==> src/rtl/uart_rx_ctrl_if.sv <==
// Wishbone classic register bus between the CPU side and the UART receive controller.
// dbg_state mirrors the slave's access FSM so checkers can bind to it.
interface uart_rx_ctrl_if;
   logic        cyc;
   logic        stb;
   logic        we;
   logic [1:0]  adr;
   logic [31:0] dat_i;
   logic [31:0] dat_o;
   logic        ack;
   logic        dbg_state;

   // A transfer is offered while cyc&stb are high and completes in the cycle
   // ack is high; dat_o is meaningful only in that cycle and reads 0 otherwise.
   modport master (
      output cyc, stb, we, adr, dat_i,
      input  dat_o, ack, dbg_state
   );

   modport slave (
      input  cyc, stb, we, adr, dat_i,
      output dat_o, ack, dbg_state
   );
endinterface

==> src/rtl/uart_rx_ctrl.sv <==
// UART receive controller: buffers deserialized bytes in a FIFO and exposes
// DATA/COUNT/STATUS/CTRL registers on a Wishbone classic slave port.
module uart_rx_ctrl #(
   parameter int DEPTH     = 256,
   parameter int IRQ_LEVEL = 1
) (
   input  logic           clk,
   input  logic           rst,
   uart_rx_ctrl_if.slave  wb,
   input  logic           rx_valid,
   input  logic [7:0]     rx_data,
   input  logic           rx_frame_err,
   output logic           rx_en,
   output logic           irq
);

   localparam int AW = $clog2(DEPTH);
   localparam int CW = AW + 1;

   typedef enum logic {ST_IDLE, ST_ACK} state_t;

   state_t        state_q, state_d;
   logic [AW-1:0] wr_ptr_q, wr_ptr_d;
   logic [AW-1:0] rd_ptr_q, rd_ptr_d;
   logic [CW-1:0] count_q, count_d;
   logic          overrun_q, overrun_d;
   logic          frame_err_q, frame_err_d;
   logic          enable_q, enable_d;
   logic          irq_q, irq_d;
   logic [7:0]    mem [DEPTH];

   logic          ack;
   logic          access;
   logic          full, empty;
   logic          pop, push_req, push_ok, flush;
   logic          status_wr, ctrl_wr;
   logic          ovr_set, ferr_set;
   logic [31:0]   rdata;
   logic          unused_dat_i;

   assign unused_dat_i = ^wb.dat_i[31:2];

   // Access FSM: every accepted strobe costs exactly one ACK cycle.
   always_comb begin
      state_d = state_q;
      case (state_q)
         ST_IDLE: if (wb.cyc && wb.stb) state_d = ST_ACK;
         ST_ACK:  state_d = ST_IDLE;
         default: state_d = ST_IDLE;
      endcase
   end

   assign ack          = (state_q == ST_ACK);
   assign wb.ack       = ack;
   assign wb.dbg_state = state_q;

   assign access    = ack && wb.cyc && wb.stb;
   assign full      = (count_q == CW'(DEPTH));
   assign empty     = (count_q == '0);
   assign pop       = access && !wb.we && (wb.adr == 2'd0) && !empty;
   assign status_wr = access && wb.we && (wb.adr == 2'd2);
   assign ctrl_wr   = access && wb.we && (wb.adr == 2'd3);
   assign flush     = ctrl_wr && wb.dat_i[1];
   assign push_req  = rx_valid && enable_q;
   // A pop on the same edge frees a slot, so a full FIFO can still accept.
   assign push_ok   = push_req && (!full || pop) && !flush;
   assign ovr_set   = push_req && full && !pop && !flush;
   assign ferr_set  = push_req && rx_frame_err;

   always_comb begin
      wr_ptr_d    = wr_ptr_q;
      rd_ptr_d    = rd_ptr_q;
      count_d     = count_q;
      enable_d    = enable_q;
      overrun_d   = overrun_q;
      frame_err_d = frame_err_q;

      if (flush) begin
         wr_ptr_d = '0;
         rd_ptr_d = '0;
         count_d  = '0;
      end else begin
         if (push_ok) wr_ptr_d = wr_ptr_q + AW'(1);
         if (pop)     rd_ptr_d = rd_ptr_q + AW'(1);
         count_d = count_q + CW'(push_ok) - CW'(pop);
      end

      if (ctrl_wr) enable_d = wb.dat_i[0];

      // Clear first, then set, so a coincident event wins over W1C.
      if (status_wr && wb.dat_i[0]) overrun_d   = 1'b0;
      if (status_wr && wb.dat_i[1]) frame_err_d = 1'b0;
      if (ovr_set)  overrun_d   = 1'b1;
      if (ferr_set) frame_err_d = 1'b1;

      irq_d = (count_q >= CW'(IRQ_LEVEL)) || overrun_q || frame_err_q;
   end

   always_ff @(posedge clk or negedge rst) begin
      if (!rst) begin
         state_q     <= ST_IDLE;
         wr_ptr_q    <= '0;
         rd_ptr_q    <= '0;
         count_q     <= '0;
         overrun_q   <= 1'b0;
         frame_err_q <= 1'b0;
         enable_q    <= 1'b0;
         irq_q       <= 1'b0;
      end else begin
         state_q     <= state_d;
         wr_ptr_q    <= wr_ptr_d;
         rd_ptr_q    <= rd_ptr_d;
         count_q     <= count_d;
         overrun_q   <= overrun_d;
         frame_err_q <= frame_err_d;
         enable_q    <= enable_d;
         irq_q       <= irq_d;
      end
   end

   always_ff @(posedge clk) begin
      if (push_ok) mem[wr_ptr_q] <= rx_data;
   end

   always_comb begin
      rdata = '0;
      case (wb.adr)
         2'd0:    if (!empty) rdata[7:0] = mem[rd_ptr_q];
         2'd1:    rdata[CW-1:0] = count_q;
         2'd2:    rdata[3:0] = {full, empty, frame_err_q, overrun_q};
         default: rdata[0] = enable_q;
      endcase
   end

   assign wb.dat_o = ack ? rdata : 32'h0;
   assign rx_en    = enable_q;
   assign irq      = irq_q;

endmodule

==> src/flat_wrapper.sv <==
// flat-port wrapper written by rule: the top's interface ports become plain ports
module uart_rx_ctrl_flat 
#(
   parameter int DEPTH     = 256,
   parameter int IRQ_LEVEL = 1
)
  (clk, rst, rx_valid, rx_data, rx_frame_err, rx_en, irq, wb_cyc, wb_stb, wb_we, wb_adr, wb_dat_i, wb_dat_o, wb_ack, wb_dbg_state);
  uart_rx_ctrl_if wb_i ();
  input  logic clk;
  input  logic rst;
  input  logic rx_valid;
  input  logic [7:0] rx_data;
  input  logic rx_frame_err;
  output logic rx_en;
  output logic irq;
  input wire logic [$bits(wb_i.cyc)-1:0] wb_cyc;
  input wire logic [$bits(wb_i.stb)-1:0] wb_stb;
  input wire logic [$bits(wb_i.we)-1:0] wb_we;
  input wire logic [$bits(wb_i.adr)-1:0] wb_adr;
  input wire logic [$bits(wb_i.dat_i)-1:0] wb_dat_i;
  output wire logic [$bits(wb_i.dat_o)-1:0] wb_dat_o;
  output wire logic [$bits(wb_i.ack)-1:0] wb_ack;
  output wire logic [$bits(wb_i.dbg_state)-1:0] wb_dbg_state;
  assign wb_i.cyc = wb_cyc;
  assign wb_i.stb = wb_stb;
  assign wb_i.we = wb_we;
  assign wb_i.adr = wb_adr;
  assign wb_i.dat_i = wb_dat_i;
  assign wb_dat_o = wb_i.dat_o;
  assign wb_ack = wb_i.ack;
  assign wb_dbg_state = wb_i.dbg_state;
  uart_rx_ctrl #(.DEPTH(DEPTH), .IRQ_LEVEL(IRQ_LEVEL)) u_core (.clk(clk), .rst(rst), .wb(wb_i), .rx_valid(rx_valid), .rx_data(rx_data), .rx_frame_err(rx_frame_err), .rx_en(rx_en), .irq(irq));
endmodule
==> config.mk <==
export PLATFORM = sky130hd
export DESIGN_NAME = uart_rx_ctrl_flat
export DESIGN_NICKNAME = d
export VERILOG_FILES = /design/src/rtl/uart_rx_ctrl_if.sv /design/src/rtl/uart_rx_ctrl.sv /design/src/flat_wrapper.sv
export SDC_FILE = /design/constraint.sdc
export NUM_CORES = 2
export LEC_CHECK = 0
export CAP_MARGIN = 10
export CORE_ASPECT_RATIO = 0.6
export CORE_MARGIN = 4
export CORE_UTILIZATION = 43
export DETAILED_ROUTE_END_ITERATION = 16
export GPL_ROUTABILITY_DRIVEN = 0
export HOLD_SLACK_MARGIN = 0.02
export SETUP_SLACK_MARGIN = 0.2
export SLEW_MARGIN = 20
export SYNTH_ARGS = -nofsm -noshare
export SYNTH_HDL_FRONTEND = slang
export SYNTH_SLANG_ARGS = --single-unit
==> constraint.sdc <==
create_clock -name clk -period 8.1 [get_ports clk]
set_clock_uncertainty 0.1 [all_clocks]
set_input_delay 1.215 -clock clk [delete_from_list [all_inputs] [get_ports clk]]
set_output_delay 1.215 -clock clk [all_outputs]
set_load 0.02 [all_outputs]
==> run summary <==
outcome -> finished, final reports clean
Inst Count DP -> 6090
R2R cell count -> 8
row count -> 123
Layout Cells excl Fill -> 6416
clock share of power -> 37.1%
P&R area growth vs syn -> 11.52%
Max transition margin -> 21.15%
sw frac -> 23.81%
Routed WL -> 207.8 mm
setup ws final -> 1.003 ns
total track usage -> 21.17%
ys flop type -> edfxtp_1
Die Span Y -> 344.9 um
Hold Path Class -> register to register
drt drc -> 0
Setup CP Type -> register to primary output
reg-to-reg endpoint -> u_core.mem[66][3]
clock sink count -> 2078
worst hold endpoint -> u_core.overrun_q
Post-Syn Area -> 0.08133 mm^2
WP data required -> 6.78 ns
f_max -> 140.9 MHz
final total power -> 23670 uW
Fin Setup TNS -> 0 ns
Die W -> 569.4 um
fin. max-slew vios -> 0
Seq/Total Area, Yosys -> 76.54%
Switch Pwr -> 5637 uW
number of synthesized register bits -> 2078
Clock Path Buffers -> 4
CTS resizes -> 0
Post-Place Setup Slack -> 1.681 ns
largest net degree at the start of global routing -> 200
First DRT Iteration DRCs -> 5868
Via Count -> 39.00k
first-pass GRT wire length -> 295.5 mm
Clock Latency Late Sink -> 0.82 ns
Nets -> 3852
Syn Inst Count -> 3676
grt ovf -> 0
Routed Antenna Nets -> 0
Power Density -> 261.0 mW/mm^2
hold_buf cts -> 0
hold depth -> 1
Seq pwr share -> 50.5%
layout cells sized above 1 -> 25.50%
post-layout min period -> 7.097 ns
Avg Inst Size Synth -> 22.12 um^2
DRT Pass-1 Iters -> 5
Clock Pin Slew Worst Setup and Hold Paths -> 0.07 ns
clk root buf -> clkbuf_16
vias in the first global route -> 37.76k
Least-Margin Pin Slew -> 1.183 ns
Routed wire per std cell -> 32.39 um
Hold Violations, Final -> 0
Max FO, Critical Path -> 15
post-CTS setup buffer count -> 0
Pleak -> 0.02706 uW
Post-synth EDFFs -> 2048
CTS tree -> built
Worst EP arrival -> 5.78 ns
H-tree levels -> 4
# Max-Cap Violations -> 0
port buffer count -> 31
Final Setup Violations -> 0
Distinct cells, synth -> 58
Die Area -> 0.1964 mm^2
worst hold margin -> 0.4632 ns
Worst Setup Start Kind -> register
initial antenna violation count -> 17
worst hold path startpoint -> u_core.overrun_q
hpwl dp -> 125.8 mm
core area -> 0.1878 mm^2
maximum vdd drop -> 0.0001759 V
fin crit share -> 87.62%
unrepaired setup endpoints after global routing -> false
Ports -> 85
r2r setup slk -> 3.00 ns
CP Capture Type -> primary output
part of the power in combinational logic -> 12.4%
Async SR Flop Fraction -> 1.444%
Yosys warnings -> 0
FF-to-FF Start -> u_core.wb.ack
Vias/cell -> 6.078
TritonCTS Buffers -> 187
Internal Power -> 18030 uW
Initial Util -> 43.31%
## synth_stat cells, types with 8 or more instances
master / n / share of area (%)
buf_4: 55 / 0.51
inv_1: 22 / 0.10
a21oi_1: 33 / 0.20
nand3_1: 35 / 0.22
o221ai_1: 8 / 0.086
clkbuf_1: 87 / 0.40
buf_2: 58 / 0.36
o21ai_0: 16 / 0.098
nand2_1: 95 / 0.44
nor2b_1: 18 / 0.14
xor2_1: 8 / 0.086
mux4_2: 614 / 17
xnor2_1: 9 / 0.097
edfxtp_1: 2048 / 76
mux2i_1: 50 / 0.62
and3_1: 8 / 0.062
nor2_1: 305 / 1.4
dfrtp_1: 30 / 0.92
nor3_1: 15 / 0.092
o22ai_1: 13 / 0.10
buf_1: 30 / 0.14
ha_1: 22 / 0.34
## routing by layer
layer	track usage (%)	part of all wire, %
met1	34.94	46
met4	4.543	2.2
met5	0	0
met3	5.072	11
met2	28.29	41
## critical path, stage by stage (launching register included)
cell and delay (ns):
dfrtp_2 0.63, nor2b_1 0.59, nand2_1 0.69, a21oi_1 0.91, a311oi_1 0.20, a221oi_1 0.47
a211oi_1 0.11, o32ai_1 0.59, clkdlybuf4s50_1 0.73
## through the flow
step                instance area [um^2]  utilization (%)
floorplan                          81410                -
global placement                   84780            45.15
detailed placement                 84780            45.15
CTS                                90660            48.29
global route                       90690            48.30
finish                             90690            48.30
## layout by cell type (no fill, tap or decap), drive strengths merged, types with 4 or more instances in the layout
master | Yosys | layout
a211o | 5 | 5
a211oi | 5 | 5
a21oi | 33 | 33
a221oi | 6 | 6
a22o | 4 | 4
a22oi | 6 | 6
and2 | 5 | 5
and3 | 8 | 8
buf | 146 | 97
bufinv | 0 | 18
clkbuf | 89 | 238
clkdlybuf4s50 | 0 | 23
clkinv | 1 | 67
clkinvlp | 0 | 4
conb | 1 | 23
dfrtp | 30 | 30
edfxtp | 2048 | 2048
ha | 22 | 22
inv | 23 | 28
mux2 | 7 | 7
mux2i | 50 | 50
mux4 | 614 | 614
nand2 | 95 | 95
nand2b | 4 | 4
nand3 | 35 | 35
nor2 | 305 | 305
nor2b | 18 | 18
nor3 | 15 | 15
nor4 | 7 | 7
o21ai | 16 | 16
o221ai | 8 | 8
o22ai | 13 | 13
or3 | 4 | 4
xnor2 | 9 | 9
xor2 | 8 | 8
## how the worst max path moves through the flow
stage / startpoint / end / cells after the start
after detailed placement: wb_adr[1] / u_core.mem[17][5] / 8
after global placement: wb_adr[1] / u_core.mem[2][4] / 8
final: u_core.rd_ptr_q[5] / wb_dat_o[3] / 8
after global routing: u_core.rd_ptr_q[0] / wb_dat_o[2] / 10
after CTS: u_core.rd_ptr_q[0] / wb_dat_o[7] / 9
after floorplan: u_core.rd_ptr_q[0] / wb_dat_o[4] / 8
## sequential cells by signal, indices dropped and copies added (netlist names)
register and flops:
u_core.frame_err_q 1, u_core.overrun_q 1, u_core.count_q 9, u_core.irq 1, u_core.wr_ptr_q 8, u_core.wb.ack 1
u_core.rx_en 1, u_core.rd_ptr_q 8, u_core.mem 2048
## layout make-up
class                   count  area (um^2)
fillers                 15110        97060
repair buffers            128         1351
multi-input cells        1361        17960
diodes                      2        5.005
clock inverters            93        925.9
clock buffers             230         4957
inverters                  24        97.59
flip-flops and latches   2078        62270
well taps                2500         3128
## cells by family (layout without fill, tap and decap cells)
kind of cell / Yosys count / after routing / synth area share, %
AOI/OAI and AO/OA: 121 / 121 / 1.015
xor gates and xnor gates: 17 / 17 / 0.1831
adders and majority gates: 23 / 23 / 0.3631
and+or+nand+nor: 506 / 506 / 2.605
muxes: 671 / 671 / 17.72
DFF: 2078 / 2078 / 76.54
other: 1 / 25 / 0.004611
buffers and inverters: 259 / 475 / 1.569
## power by group through the flow
stage	logic [uW]	registers, uW	clock network, uW
2_1_floorplan	1900	12100	0
3_3_place_gp	2900	12200	0
3_5_place_dp	2920	12200	0
4_1_cts	2930	12000	8910
5_1_grt	3100	12000	9400
6_report	2930	12000	8780
No activity file was read; power rests on OpenSTA's default activity.
